==> config.mk <==
export PLATFORM = sky130hd
export DESIGN_NAME = muldiv_unit
export DESIGN_NICKNAME = d
export VERILOG_FILES = /design/src/rtl/muldiv_unit.sv
export SDC_FILE = /design/constraint.sdc
export NUM_CORES = 1
export LEC_CHECK = 0
export ABC_AREA = 1
export CELL_PAD_IN_SITES_DETAIL_PLACEMENT = 0
export CELL_PAD_IN_SITES_GLOBAL_PLACEMENT = 1
export CORE_UTILIZATION = 30
export CTS_BUF_LIST = sky130_fd_sc_hd__clkbuf_4 sky130_fd_sc_hd__clkbuf_8
export DETAILED_ROUTE_END_ITERATION = 16
export GPL_ROUTABILITY_DRIVEN = 0
export PLACE_DENSITY = 0.66
export SLEW_MARGIN = 15
export SYNTH_ARGS = -nofsm -noshare
export SYNTH_HDL_FRONTEND = slang
export SYNTH_SLANG_ARGS = --single-unit
==> constraint.sdc <==
create_clock -name clk -period 3.2 [get_ports clk]
set_clock_uncertainty 0.1 [all_clocks]
set_input_delay 0.64 -clock clk [delete_from_list [all_inputs] [get_ports clk]]
set_output_delay 0.64 -clock clk [all_outputs]
set_load 0.01 [all_outputs]
==> src/rtl/muldiv_unit.sv <==
// muldiv_unit: iterative multiply/divide unit with valid/ready handshake and flush
module muldiv_unit #(
  parameter int XLEN           = 32,
  parameter int BITS_PER_CYCLE = 1
) (
  input  logic            clk,
  input  logic            rst_n,
  input  logic            flush,
  input  logic            in_valid,
  output logic            in_ready,
  input  logic [2:0]      op,
  input  logic [XLEN-1:0] a,
  input  logic [XLEN-1:0] b,
  output logic            out_valid,
  input  logic            out_ready,
  output logic [XLEN-1:0] result,
  output logic            busy
);
  localparam int N  = XLEN / BITS_PER_CYCLE;
  localparam int CW = $clog2(N + 1);
  localparam logic [1:0] IDLE = 2'd0, CALC = 2'd1, FIX = 2'd2, DONE = 2'd3;
  localparam logic [XLEN-1:0] MIN_INT = {1'b1, {(XLEN-1){1'b0}}};

  logic [1:0]        r_state;
  logic [2:0]        r_op;
  logic              r_sa, r_sb;
  logic [XLEN-1:0]   r_a, r_b, r_result;
  logic [2*XLEN-1:0] r_prod;
  logic [CW-1:0]     r_cnt;

  logic              w_signed, w_sa, w_sb, w_is_div, w_b_zero, w_ovf, w_special, w_accept;
  logic [XLEN-1:0]   w_abs_a, w_abs_b, w_spec_res, w_q, w_r, w_fix;
  logic [2*XLEN-1:0] w_step, w_prod_fix;
  logic [XLEN:0]     w_tr, w_diff, w_add;

  assign in_ready  = r_state == IDLE;
  assign busy      = r_state != IDLE;
  assign out_valid = r_state == DONE;
  assign result    = r_result;

  assign w_signed   = op == 3'd0 || op == 3'd1 || op == 3'd3 || op == 3'd5;
  assign w_sa       = w_signed & a[XLEN-1];
  assign w_sb       = w_signed & b[XLEN-1];
  assign w_abs_a    = w_sa ? -a : a;
  assign w_abs_b    = w_sb ? -b : b;
  assign w_is_div   = op >= 3'd3 && op != 3'd7;
  assign w_b_zero   = b == '0;
  assign w_ovf      = (op == 3'd3 || op == 3'd5) && a == MIN_INT && b == '1;
  assign w_special  = op == 3'd7 || (w_is_div && (w_b_zero || w_ovf));
  assign w_spec_res = op == 3'd7 ? '0 :
                      w_b_zero   ? ((op == 3'd3 || op == 3'd4) ? '1 : a) :
                      op == 3'd3 ? MIN_INT : '0;
  assign w_accept   = in_valid & in_ready & ~flush;

  // r_prod holds {remainder, quotient} for divides and {acc, multiplier} for multiplies
  always_comb begin
    w_step = r_prod;
    w_tr   = '0;
    w_diff = '0;
    w_add  = '0;
    for (int i = 0; i < BITS_PER_CYCLE; i++) begin
      if (r_op >= 3'd3) begin
        w_tr   = w_step[2*XLEN-1:XLEN-1];
        w_diff = w_tr - {1'b0, r_b};
        w_step = {w_diff[XLEN] ? w_tr[XLEN-1:0] : w_diff[XLEN-1:0], w_step[XLEN-2:0], ~w_diff[XLEN]};
      end else begin
        w_add  = {1'b0, w_step[2*XLEN-1:XLEN]} + (w_step[0] ? {1'b0, r_a} : '0);
        w_step = {w_add, w_step[XLEN-1:1]};
      end
    end
  end

  assign w_prod_fix = (r_sa ^ r_sb) ? -r_prod : r_prod;
  assign w_q        = r_prod[XLEN-1:0];
  assign w_r        = r_prod[2*XLEN-1:XLEN];
  assign w_fix      = r_op == 3'd0                 ? w_prod_fix[XLEN-1:0] :
                      r_op <= 3'd2                 ? w_prod_fix[2*XLEN-1:XLEN] :
                      (r_op == 3'd3 || r_op == 3'd4) ? ((r_sa ^ r_sb) ? -w_q : w_q) :
                      r_sa ? -w_r : w_r;

  always_ff @(posedge clk or negedge rst_n) begin
    if (!rst_n) begin
      r_state  <= IDLE;
      r_op     <= '0;
      r_sa     <= 1'b0;
      r_sb     <= 1'b0;
      r_a      <= '0;
      r_b      <= '0;
      r_prod   <= '0;
      r_cnt    <= '0;
      r_result <= '0;
    end else if (flush) begin
      r_state <= IDLE;
    end else begin
      if (w_accept) begin
        r_op    <= op;
        r_sa    <= w_sa;
        r_sb    <= w_sb;
        r_a     <= w_abs_a;
        r_b     <= w_abs_b;
        r_prod  <= {{XLEN{1'b0}}, w_is_div ? w_abs_a : w_abs_b};
        r_cnt   <= CW'(N);
        r_state <= w_special ? DONE : CALC;
        if (w_special) r_result <= w_spec_res;
      end
      if (r_state == CALC) begin
        r_prod <= w_step;
        r_cnt  <= r_cnt - CW'(1);
        if (r_cnt == CW'(1)) r_state <= FIX;
      end
      if (r_state == FIX) begin
        r_result <= w_fix;
        r_state  <= DONE;
      end
      if (r_state == DONE && out_ready) r_state <= IDLE;
    end
  end
endmodule

Word-level counts from Yosys, hierarchy flattened
Cells that the tools add are included.

Output and inout port bits: 35. Register bits: 173. Logic and storage cells: 95. Input port bits: 72.

Eq/ne operators: 14. Reduce and logical (&&, ||, !) cells: 24. $add $sub $neg: 8. Bitwise gates (word level): 7. Order comparisons: 3. Mux-type cells: 30.

Operators by type and width (count): 2-to-1 mux 32 bit (17); 2-to-1 mux 64 bit (4); negation 32 bit (4); == test 32 bit, second input constant (2); negation 64 bit (1); adder 32 x 32 -> 33 bit (1); subtractor 33 x 32 -> 33 bit (1); zero test 32 bit (1); 2-to-1 mux 2 bit (7); == test 3 bit, second input constant (4); 2-to-1 mux 6 bit (2); logical OR 1 bit (8); nonzero test 2 bit (4); == test 3 x 2 -> 1 bit, second input constant (2); == test 6 x 1 -> 1 bit, second input constant (1); >= comparator 3 x 2 -> 1 bit, second input constant (2); zero test 3 bit (2); subtractor 6 x 1 -> 6 bit, second input constant (1); logical AND 1 bit (5); bitwise AND 1 bit (4); == test 2 bit, second input constant (2); AND reduction 2 bit (2); == test 3 x 1 -> 1 bit, second input constant (1); less-or-equal comparator 3 x 2 -> 1 bit, second input constant (1); 6 further kinds (7).

Depth between registers and ports, before layout
Depth after elaboration: 14. Depth in mapped cells: 21. Gate-level depth less buffers: 20.

Least setup slack after synthesis
OpenSTA, ideal clock, no wires.

Kind: flip-flop to flip-flop. From: register r_prod[0]. To: register r_prod[61]. Buffers on the path: 2. Slack: 437 ps. Library setup time: 117 ps. Cell stages (with the launch flop): 20. Arrival time: 2546 ps. Data required time: 2983 ps. Clock period less this slack: 2763 ps. Path through: dfrtp_1 buf_2 buf_1 nand2_1 inv_1 ha_1 inv_1 fa_1 inv_1 nand3_1 nand2_1 a21boi_0 o21ai_0 nand3b_1 nand3_1 nand3_1 nand2_1 inv_1 nand2_1 nand2_1.

Word-level cells in the longest chain between the ends: 4.

RTL lines: start: declaration (RTL line 28) `logic [2*XLEN-1:0] r_prod;`; start signal: assignment (RTL line 101) `r_prod <= {{XLEN{1'b0}}, w_is_div ? w_abs_a : w_abs_b};`; start signal: assignment (RTL line 107) `r_prod <= w_step;`; 2-to-1 mux 32 bit (RTL line 67) `w_add = {1'b0, w_step[2*XLEN-1:XLEN]} + (w_step[0] ? {1'b0, r_a} : '0);`; adder 32 x 32 -> 33 bit (RTL line 67); 2-to-1 mux 64 bit (RTL line 62) `if (r_op >= 3'd3) begin`; 2-to-1 mux 64 bit (RTL line 106) `if (r_state == CALC) begin`.

Every way passes these cells. A chain may end at the register's enable or synchronous reset.

Worst setup path after layout
From: register r_prod[31]. To: register r_prod[45].

Word-level cells in the longest chain between the ends: 4.

RTL lines: subtractor 33 x 32 -> 33 bit (RTL line 64) `w_diff = w_tr - {1'b0, r_b};`; 2-to-1 mux 32 bit (RTL line 65) `w_step = {w_diff[XLEN] ? w_tr[XLEN-1:0] : w_diff[XLEN-1:0], w_step[XLEN-2:0], ~w_diff[XLEN]};`; 2-to-1 mux 64 bit (RTL line 62); 2-to-1 mux 64 bit (RTL line 106).

Every way passes these cells.

==> results_dict.tcl <==
set metrics [dict create \
    holdPathStages 2 \
    tns_ns 0 \
    drc 0 \
    core_um2 60360 \
    ios 107 \
    ys_types 54 \
    fin_util 0.3541 \
    numPortBuffers 106 \
    hold-worst-slack_ns 0.3929 \
    maxSlewViolCount 0 \
    cpMostUsedCell "nand2_1" \
    crit_type "reg -> reg" \
    maxCapViolations 0 \
    start_kind "register" \
    path_buf_inv 3 \
    overflow 0 \
    mostFrequentLayoutCell "nand2_1" \
    cp_top_family "simple AND/OR/NAND/NOR gates" \
    p_per_area_nw_per_um2 798.2 \
    synthToLayoutAreaGrowth_pct 16.45 \
    hold_path_class "reg -> reg" \
    finalPower_mw 17.06 \
    slowest_stage "fa_1" \
    die_area_um2 62180 \
    worst_ep_required_time_ns 3.55 \
    ys.flop_type "dfrtp_1" \
    ir_drop_uv 340.2 \
    clk_pin_slew_ns 0.11 \
    rsz0062_at_grt "false" \
    initial_core_util 0.3041 \
    crit_arrival_ns 3.31 \
    synth_cells 3112 \
    crit_fanout 25 \
    antenna_found_initial 2 \
    async_flop_share 1.000 \
    grt_pass1_wl_um 125000 \
    htreeDepth 4 \
    grt_max_degree 95 \
    dr.pass1.iters 8 \
    grt_usage 0.2646 \
    wl_um 82960 \
    r2r_slack_ns 0.23 \
    drt_iter0_drc 2002 \
    synth.avg_cell_area_um2 5.898 \
    cts-root-buf "clkbuf_8" \
    ys_seq_elements 173 \
    preCtsSetupSlack_ns 0.06222 \
    rr_endpoint "r_prod[45]$_DFFE_PN0P_" \
    cts.path.max_buffers 2 \
    route.vias.total 21470 \
    critPathCaptureType "register" \
    clock.fmax_mhz 337.0 \
    crit_chain "inv_1, ha_1, inv_1, fa_1, nand2_1, nand2_1, and2_1, nand2_1, nand2_1, nand2_1, nand2_2, nand2_2, nand2_2, nand2_1, nand2_2, buf_12, nand3_1, nand3_2, nand2_1, o21ai_0" \
    p_leak_nw 10.46 \
    clock_sinks 173 \
    cts_buffers 17 \
    status "complete, no violations" \
    drtAntennaViolNets 0 \
    cts_tree "yes" \
    synth_edf_count 0 \
    max_stage_delay_ns 0.42 \
    syn_area_um2 18360 \
    grt_pass1_vias 20640 \
    yosysWarnings 0 \
    r2r_start "r_prod[31]$_DFFE_PN0P_" \
    rr_worst_depth 20 \
    synth_nets 3257 \
    insertion_delay_ns 0.57 \
    cts_setup_buffers 0 \
    layout-drive-gt1-share 0.08183 \
    fill_cells 6786 \
    min_from "r_a[13]$_DFFE_PN0P_" \
    slew_headroom 0.3888 \
    final_net_count 3395 \
    ys_seq_area_frac 0.2359 \
    fp.dieW_um 249.4 \
    wl_per_cell_um 20.50 \
    holdPathEnd "r_a[13]$_DFFE_PN0P_" \
    dieHeight_um 249.4 \
    vias_per_cell 5.305 \
    hpwl_um 67040 \
    finalWorstPathRequiredPeriod_ns 2.967 \
    fin_ws_ns 0.2330 \
    finalHoldViolCount 0 \
    fin_crit_sh 0.9272 \
    setup_violations 0 \
    final_cell_mix "1009 x nand2_1, 355 x nor2_1, 299 x inv_1, 283 x nand3_1, 224 x o21ai_0" \
    tightest_slew_ns 0.9168 \
    rows 90 \
]
cell type report:
type	instances	area, µm²	area share
clock inverter	15	167.7	0.007844
clock buffer	17	234.0	0.01095
tap	782	978.4	0.04578
timing repair buffer	227	2148	0.1005
multi-input combinational	2503	12280	0.5745
sequential	173	4329	0.2025
antenna	2	5.005	0.0002342
inverter	328	1231	0.05760
stage by stage:
stage	cell area, µm²	std cells
detailed placement	20950	4012
global route	21370	4047
CTS	21360	4045
finish	21370	4047
global placement	20950	4012
floorplan	18360	3112
per-layer routing:
metal	vias to the layer above	wire length [µm]	global-route usage
met5	-	13	0
met4	2	3583	0.1189
met3	154	4760	0.02780
met2	862	37670	0.4273
met1	10090	36930	0.3551
li1	10370	-	-
worst min-delay path, cell delays in order, from the launching register on:
cell,delay [ns]
dfrtp_1,0.36
nand2_1,0.05
nand2_1,0.05
registers in the layout, summed over array words and instances (netlist names):
name and count:
r_op 3, r_sb 1, r_prod 64, r_a 32
r_b 32, result 32, r_state 2, r_sa 1
r_cnt 6
timing repair:
action,4_1_cts,5_1_grt
gates resized for setup,0,2
setup endpoints to repair,0,2
hold buffers,1,0
hold endpoints to repair,35,0
cells in the mapped netlist (18+ instances only):
| cell type | n | area (µm²) |
|---|---|---|
| buf_2 | 34 | 170.2 |
| ha_1 | 71 | 888.4 |
| o211ai_1 | 18 | 135.1 |
| dfrtp_1 | 173 | 4329 |
| o21ai_1 | 32 | 160.2 |
| nand3_1 | 284 | 1421 |
| xnor2_1 | 27 | 236.5 |
| nand4_1 | 33 | 206.5 |
| inv_1 | 299 | 1122 |
| a31oi_1 | 24 | 150.1 |
| nor2_1 | 358 | 1344 |
| xor2_1 | 64 | 560.5 |
| inv_2 | 29 | 108.9 |
| clkbuf_1 | 46 | 172.7 |
| nor3_1 | 20 | 100.1 |
| nand2_1 | 1010 | 3791 |
| o21ai_0 | 224 | 1121 |
| a21oi_1 | 180 | 900.9 |
| nor2_2 | 24 | 150.1 |
worst max path at each step:
stage,from,to,slack [ns],cells after the start
after floorplan,r_prod[0]$_DFFE_PN0P_,r_prod[61]$_DFFE_PN0P_,0.44,19
after global placement,b[1],result[14]$_DFFE_PN0P_,0.1,13
after detailed placement,b[1],result[15]$_DFFE_PN0P_,0.06,13
after CTS,r_prod[31]$_DFFE_PN0P_,r_prod[45]$_DFFE_PN0P_,0.20,20
after global routing,r_prod[31]$_DFFE_PN0P_,r_prod[39]$_DFFE_PN0P_,0.01,21
final,r_prod[31]$_DFFE_PN0P_,r_prod[45]$_DFFE_PN0P_,0.23,20
cells by family after synthesis:
logic type / Yosys count / share of synthesized area
adders and majority gates: 73 / 0.05058
and+or+nand+nor: 1800 / 0.4131
buffers and inverters: 436 / 0.09618
AOI/OAI and AO/OA: 539 / 0.1609
DFF: 173 / 0.2359
xor gates and xnor gates: 91 / 0.04342
power by group:
| part | total [mW] | switching, mW | internal [mW] |
|---|---|---|---|
| combinational | 11.8 | 7.97 | 3.86 |
| clock | 1.64 | 1.05 | 0.590 |
| sequential | 3.59 | 0.783 | 2.81 |
Note: power is estimated with default switching activity, not from simulation.
